**src/rtl/sync_seq_ctrl.sv**
```systemverilog
// sync_seq_ctrl: steps a T-trigger datapath through a latched x pattern,
// one clock per step, capturing the datapath y output for each step.
// Optional feature: define SYNC_SEQ_CTRL_ZCNT_EN to add the zero_cnt output
// (count of steps in the current/last run where y_in was 0).
module sync_seq_ctrl (
  input  logic       clk,
  input  logic       rst,
  input  logic       start,
  input  logic [7:0] pat_x,
  input  logic [3:0] pat_len,
  input  logic       y_in,
  output logic       seq_t,
  output logic       seq_x,
  output logic       busy,
  output logic       done,
  output logic [7:0] y_cap,
  output logic [3:0] step_cnt
`ifdef SYNC_SEQ_CTRL_ZCNT_EN
  ,
  output logic [3:0] zero_cnt
`endif
);

  localparam int unsigned PAT_W   = 8;
  localparam int unsigned CNT_W   = 4;
  localparam int unsigned IDX_W   = 3;
  localparam int unsigned MAX_LEN = 8;

  typedef enum logic [1:0] {
    IDLE = 2'd0,
    RUN  = 2'd1,
    DONE = 2'd2
  } state_t;

  state_t             state_q;
  state_t             state_d;
  logic [PAT_W-1:0]   pat_q;
  logic [CNT_W-1:0]   len_q;
  logic [CNT_W-1:0]   len_eff;
  logic [IDX_W-1:0]   step_idx;
  logic               accept;
  logic               step_en;
  logic               last_step;

  // Requested lengths above the pattern width run the full pattern
  always_comb begin
    len_eff = (pat_len > CNT_W'(MAX_LEN)) ? CNT_W'(MAX_LEN) : pat_len;
  end

  // Step index into the pattern; step_cnt never exceeds 7 while in RUN
  assign step_idx  = step_cnt[IDX_W-1:0];
  assign last_step = ((step_cnt + CNT_W'(1)) == len_q);

  // State register
  always_ff @(posedge clk or posedge rst) begin
    if (rst) begin
      state_q <= IDLE;
    end else begin
      state_q <= state_d;
    end
  end

  // Next state and outputs decoded from the registered state
  always_comb begin
    state_d = state_q;
    seq_t   = 1'b0;
    seq_x   = 1'b0;
    busy    = 1'b0;
    done    = 1'b0;
    accept  = 1'b0;
    step_en = 1'b0;
    case (state_q)
      IDLE: begin
        if (start) begin
          accept  = 1'b1;
          state_d = (len_eff == '0) ? DONE : RUN;
        end
      end
      RUN: begin
        seq_t   = 1'b1;
        seq_x   = pat_q[step_idx];
        busy    = 1'b1;
        step_en = 1'b1;
        if (last_step) begin
          state_d = DONE;
        end
      end
      DONE: begin
        done    = 1'b1;
        state_d = IDLE;
      end
      default: begin
        state_d = IDLE;
      end
    endcase
  end

  // Run parameters, capture register and step counter
  always_ff @(posedge clk or posedge rst) begin
    if (rst) begin
      pat_q    <= '0;
      len_q    <= '0;
      y_cap    <= '0;
      step_cnt <= '0;
    end else if (accept) begin
      pat_q    <= pat_x;
      len_q    <= len_eff;
      y_cap    <= '0;
      step_cnt <= '0;
    end else if (step_en) begin
      y_cap[step_idx] <= y_in;
      step_cnt        <= step_cnt + CNT_W'(1);
    end
  end

`ifdef SYNC_SEQ_CTRL_ZCNT_EN
  // Count of RUN steps that captured a zero
  always_ff @(posedge clk or posedge rst) begin
    if (rst) begin
      zero_cnt <= '0;
    end else if (accept) begin
      zero_cnt <= '0;
    end else if (step_en && !y_in) begin
      zero_cnt <= zero_cnt + CNT_W'(1);
    end
  end
`endif

endmodule

```
**config.mk**
```make
export PLATFORM = sky130hd
export DESIGN_NAME = sync_seq_ctrl
export DESIGN_NICKNAME = d
export VERILOG_FILES = /design/src/rtl/sync_seq_ctrl.sv
export SDC_FILE = /design/constraint.sdc
export NUM_CORES = 1
export LEC_CHECK = 0
export ABC_AREA = 0
export CAP_MARGIN = 20
export CORE_ASPECT_RATIO = 1.75
export CORE_MARGIN = 2
export CORE_UTILIZATION = 40
export DETAILED_ROUTE_END_ITERATION = 10
export GPL_ROUTABILITY_DRIVEN = 0
export GPL_TIMING_DRIVEN = 0
export PLACE_DENSITY = 0.67
export SLEW_MARGIN = 20
export SYNTH_ARGS = -nofsm -noshare
export SYNTH_HDL_FRONTEND = slang
export SYNTH_SLANG_ARGS = --single-unit
```
**constraint.sdc**
```tcl
create_clock -name clk -period 2.21 [get_ports clk]
set_input_delay 0.5525 -clock clk [delete_from_list [all_inputs] [get_ports clk]]
set_output_delay 0.5525 -clock clk [all_outputs]
set_load 0.01 [all_outputs]
```
==> results of run 1 <==
[cell families (layout without fill, tap and decap cells)]
family | Yosys count | in the layout | synth area share (%)
adder cells (fa/ha/maj) | 1 | 1 | 0.968
multiplexers | 19 | 19 | 17.8
flip-flops | 26 | 26 | 50.3
AO/OA/AOI/OAI | 13 | 13 | 6.29
XOR/XNOR | 6 | 6 | 4.07
buffers and inverters | 12 | 50 | 4.94
AND/OR/NAND/NOR | 33 | 33 | 15.6
[metrics by stage]
stage | std cells | instance area [um2] | total power [mW] | utilization, % | worst slack, ns
3_3_place_gp | 183 | 1650 | 2.03 | 53.0 | -0.145
4_1_cts | 190 | 1720 | 2.37 | 55.2 | 0.0426
3_5_place_dp | 183 | 1650 | 2.07 | 53.0 | -0.142
5_1_grt | 191 | 1720 | 2.52 | 55.5 | -0.00814
2_1_floorplan | 110 | 1290 | 1.60 | - | 0.381
6_report | 191 | 1720 | 2.34 | 55.5 | 0.0476
[layout make-up]
cell class                      instances  area, um2  area share, %
Sequential cell                        26        652           37.8
Multi-Input combinational cell         72        581           33.7
Timing Repair Buffer                   35        333           19.3
Tap cell                               43       53.8           3.12
Buffer                                  7       45.0           2.61
Clock buffer                            3       41.3           2.39
Inverter                                5       18.8           1.09
[synth_stat cells (2+ instances only)]
cell type,count
nor2_1,10
xor2_1,2
inv_1,4
xnor2_1,4
o21ai_0,7
dfrtp_1,26
mux2_2,2
nand2b_1,2
a21o_1,3
nor3b_2,2
nand2_1,5
buf_2,3
mux2_1,7
nand4b_1,2
mux2i_1,8
buf_4,2
nand3_1,2
nand3b_1,5
[report_power, final]
part / switching, mW / internal, mW
clock network: 0.137 / 0.122
logic: 0.587 / 0.680
registers: 0.130 / 0.687
[layer usage]
layer,vias up,global-route usage [%],share of wire [%]
li1,461,-,-
met1,451,19.9,40
met2,14,28.1,57
met3,2,2.05,2.4
met4,0,4.17,0.73
met5,-,0,0
[sequential cells by signal, summed over array words and instances, names as in the netlist]
register  count
pat_q         8
y_cap         8
len_q         4
step_cnt      4
state_q       2
[repair_timing]
action,4_1_cts,5_1_grt
resized for setup,6,0
endpoints found under the setup margin,3,1
setup buffers,4,1
[worst max-delay path by stage]
stage / to / slack (ns) / cells past startpoint
floorplan: seq_x / 0.38 / 4
CTS: seq_x / 0.04 / 5
global route: seq_x / -0.008 / 5
finish: seq_x / 0.05 / 5
global placement: seq_x / -0.14 / 5
detailed placement: seq_x / -0.14 / 5
[critical path, stage by stage (launching register included)]
cell and delay, ns:
dfrtp_2 0.40, buf_6 0.11, mux4_2 0.49, mux2i_1 0.16, nor2_1 0.05, buf_2 0.13
==> flow_summary.json, run 1 <==
{
  "status": "finished, final reports clean",
  "synth_edf_count": 0,
  "slew_headroom_pct": 39.3,
  "whs_ns": 0.491,
  "hpwl_mm": 2.02,
  "grt_pass1_wl_mm": 4.43,
  "grt.overflow.total": 0,
  "yosysTopAreaCell": "dfrtp_1",
  "holdPathEnd": "y_cap[7]",
  "h-tree-depth": 1,
  "post-route-min-period_ns": 2.16,
  "drt_pass1_iterations": 4,
  "clockBufferDepth": 2,
  "crit_path_start": "step_cnt[2]",
  "synth_top_area_share_pct": 50.3,
  "drive_gt1_share_pct": 16.9,
  "worstSetupPathType": "reg2out",
  "fmax_mhz": 462,
  "maxSlewViolCount": 0,
  "layout_commonest_cell": "clkdlybuf4s50_1",
  "tightest_slew_ns": 0.904,
  "grt_pass1_vias": 981,
  "cts_buffers": 3,
  "vias": 928,
  "r2r_cells": 4,
  "hp-start": "y_cap[7]",
  "synth-seq-area-share_pct": 50.3,
  "portBuffers": 30,
  "syn_to_final_growth_pct": 33.4,
  "syn_area_mm2": 0.00129,
  "postRouteAntennaNets": 0,
  "worstReg2RegEnd": "pat_q[6]",
  "fill_cells": 298,
  "cts_tree": "yes",
  "syn_nets": 127,
  "core-area_mm2": 0.00311,
  "fin_crit_sh_pct": 97.8,
  "rrSetupSlack_ns": 0.59,
  "dieArea_mm2": 0.00372,
  "fp-row-count": 27,
  "setup_tns_ns": 0,
  "hold_buffers": 0,
  "antenna_found_initial": 0,
  "reg2reg_from": "state_q[1]",
  "cap_violations": 0,
  "synth_area_leaders": "dfrtp_1 50%, mux2i_1 6.2%, mux2_1 6.1%, nand3b_1 2.9%, nor2_1 2.9%",
  "cp.required_ns": 1.66,
  "crit_fanout": 3,
  "peakVddDrop_mv": 0.923,
  "insertion_delay_ns": 0.26,
  "layout.nets": 167,
  "pin_count": 32,
  "yosys_register_bits": 26,
  "p_leak_nw": 0.781,
  "clk_pin_slew_ns": 0.09,
  "cp.arrival_ns": 1.61,
  "critPathLaunchType": "register",
  "hp-class": "reg2reg",
  "setup_viol": 0,
  "rsz0062_at_grt": "true",
  "wl_per_cell_um": 13.6,
  "syn_inst": 110,
  "gr-usage-all-layers_pct": 16.1,
  "final_hold_viol_count": 0,
  "viasPerCell": 4.86,
  "clkSinkCount": 26,
  "hold_depth": 2,
  "cts_root_buf": "clkbuf_8",
  "drcViolationCount": 0,
  "synth_cell_type_count": 32,
  "ys.flop_type": "dfrtp_1",
  "syn_area_per_cell_um2": 11.7,
  "layout_common_cells": "29 x clkdlybuf4s50_1, 25 x dfrtp_1, 10 x nor2_1",
  "initial_core_util_pct": 41.6,
  "async_reset_ff_share_pct": 100,
  "powerDensity_mw_per_mm2": 1360,
  "drt-total-wl_mm": 2.61,
  "drtIter0Drc": 21,
  "ys_warn_count": 0,
  "skew_ns": 0.00448,
  "grt_max_degree": 27,
  "worstSetupEndpointType": "output pin",
  "die-height_um": 79.2,
  "diodes": 0,
  "dieWidth_um": 47.0
}
Note: power is estimated with default switching activity, not from simulation.
==> run 2: changes to the inputs <==
- CELL_PAD_IN_SITES_DETAIL_PLACEMENT: default -> 1
- CELL_PAD_IN_SITES_GLOBAL_PLACEMENT: default -> 2
- CORE_UTILIZATION: 40 -> 33
- PLACE_DENSITY: 0.67 -> default
- PLACE_DENSITY_LB_ADDON: default -> 0.1
- clock period: 2.21 -> 2.7 ns (I/O delays scaled with it)
==> run 2 against run 1 <==
Critical path depth did not move; worst hold slack got worse by 0.0020 ns; count of clock-buffer cells in the layout rose by 1; via count rose by 3.4%; worst setup slack improved by 0.16 ns; combinational power fell by 21%; wire length rose by 15%; critical endpoint unchanged; die area rose by 20%; clock skew fell by 0.0028 ns.
==> flow_summary.json, run 2 (synthesis results as in run 1) <==
{
  "grt_pass1_wl_mm": 5.06,
  "status": "finished, final reports clean",
  "dieWidth_um": 51.3,
  "wl_per_cell_um": 15.5,
  "power.total_mw": 1.94,
  "dpl_worst_slack_ns": 0.205,
  "vias": 960,
  "drive_gt1_share_pct": 14.5,
  "viasPerCell": 4.97,
  "cap_violations": 0,
  "postRouteAntennaNets": 0,
  "worstSetupPathType": "reg2out",
  "cp.arrival_ns": 1.82,
  "p_leak_nw": 0.773,
  "fill_cells": 450,
  "clk_pin_slew_ns": 0.09,
  "core-area_mm2": 0.00383,
  "antenna_found_initial": 0,
  "layout_commonest_cell": "clkdlybuf4s50_1",
  "layout_common_cells": "29 x clkdlybuf4s50_1, 25 x dfrtp_1, 10 x nor2_1",
  "slew_headroom_pct": 61.9,
  "drt-total-wl_mm": 3.00,
  "diodes": 0,
  "syn_to_final_growth_pct": 32.7,
  "peakVddDrop_mv": 0.589,
  "h-tree-depth": 1,
  "maxSlewViolCount": 0,
  "clkSinkCount": 26,
  "grt_max_degree": 27,
  "crit_path_end": "seq_x",
  "pin_count": 32,
  "reg_top3": "pat_q x8, y_cap x8",
  "rsz0062_at_grt": "false",
  "final-seq-area_um2": 652,
  "gr-usage-all-layers_pct": 15.0,
  "post-route-min-period_ns": 2.49,
  "dieArea_mm2": 0.00445,
  "fp-row-count": 30,
  "worstSetupEndpointType": "output pin",
  "cts_tree": "yes",
  "worstReg2RegEnd": "pat_q[3]",
  "tightest_slew_ns": 0.570,
  "layout.nets": 163,
  "powerDensity_mw_per_mm2": 1130,
  "drt_pass1_iterations": 4,
  "cts_buffers": 3,
  "setup_tns_ns": 0,
  "hp-start": "pat_q[5]",
  "drtIter0Drc": 6,
  "hp-class": "reg2reg",
  "insertion_delay_ns": 0.27,
  "multi_input_area_um2": 578,
  "die-height_um": 86.8,
  "crit_fanout": 10,
  "portBuffers": 30,
  "critPathLaunchType": "register",
  "cts_root_buf": "clkbuf_8",
  "final_hold_viol_count": 0,
  "initial_core_util_pct": 33.8,
  "drcViolationCount": 0,
  "grt_pass1_vias": 1039,
  "grt.overflow.total": 0,
  "crit_path_start": "step_cnt[2]",
  "hold_buffers": 0,
  "reg2reg_from": "state_q[0]",
  "rrSetupSlack_ns": 1.12,
  "timing.final.ws_setup_ns": 0.206,
  "r2r_cells": 3,
  "skew_ns": 0.00164,
  "fin_crit_sh_pct": 92.4,
  "setup_viol": 0,
  "hpwl_mm": 2.29,
  "cp.required_ns": 2.03,
  "clockBufferDepth": 2,
  "fmax_mhz": 401
}
## run 2: power breakdown
| group | internal (mW) | total (mW) | leakage (nW) | switching [mW] |
|---|---|---|---|---|
| registers | 0.562 | 0.679 | 0.328 | 0.117 |
| logic | 0.525 | 1.00 | 0.416 | 0.476 |
| clock network | 0.130 | 0.258 | 0.0288 | 0.127 |
| total | 1.22 | 1.94 | 0.773 | 0.721 |
## run 2: critical path, cell delays in order, from the launching register on
cell,delay (ns)
dfrtp_2,0.41
buf_6,0.15
mux4_2,0.50
mux2i_1,0.13
nor2_1,0.06
dlygate4sd2_1,0.29
## run 2: repair_timing
item                                    4_1_cts  5_1_grt
hold endpoints to repair                      0        0
endpoints found under the setup margin        1        0
resized for setup                             2        0
buffers inserted                              1        0
## run 2: through the flow
step / hold WS, ns / area [um2] / std cells / util (%)
after floorplan: 0.449 / 1290 / 110 / -
after global placement: 0.465 / 1650 / 188 / 43.2
after detailed placement: 0.470 / 1650 / 188 / 43.2
after CTS: 0.493 / 1720 / 193 / 44.8
after global routing: 0.502 / 1720 / 193 / 44.8
final: 0.489 / 1720 / 193 / 44.8
## run 2: metal layers
| layer | vias to the layer above | GRT usage [%] | share of wire, % |
|---|---|---|---|
| met5 | - | 0 | 0 |
| met4 | 0 | 3.59 | 1.0 |
| met3 | 4 | 2.41 | 2.9 |
| met2 | 17 | 27.3 | 56 |
| met1 | 486 | 18.2 | 40 |
| li1 | 453 | - | - |
## run 2: cell type report
type	count	share of cell area, %
well taps	48	3.50
plain buffers	7	2.63
clock buffers	4	3.21
repair buffers	31	17.9
flip-flops and latches	26	38.0
inverters	5	1.09
multi-input cells	72	33.7
## run 2: worst min-delay path by stage
stage	end	slack (ns)	cells after the start
global route	pat_q[2]	0.50	1
floorplan	pat_q[5]	0.45	1
CTS	pat_q[2]	0.49	1
global placement	pat_q[4]	0.46	1
detailed placement	pat_q[2]	0.47	1
finish	pat_q[5]	0.49	1
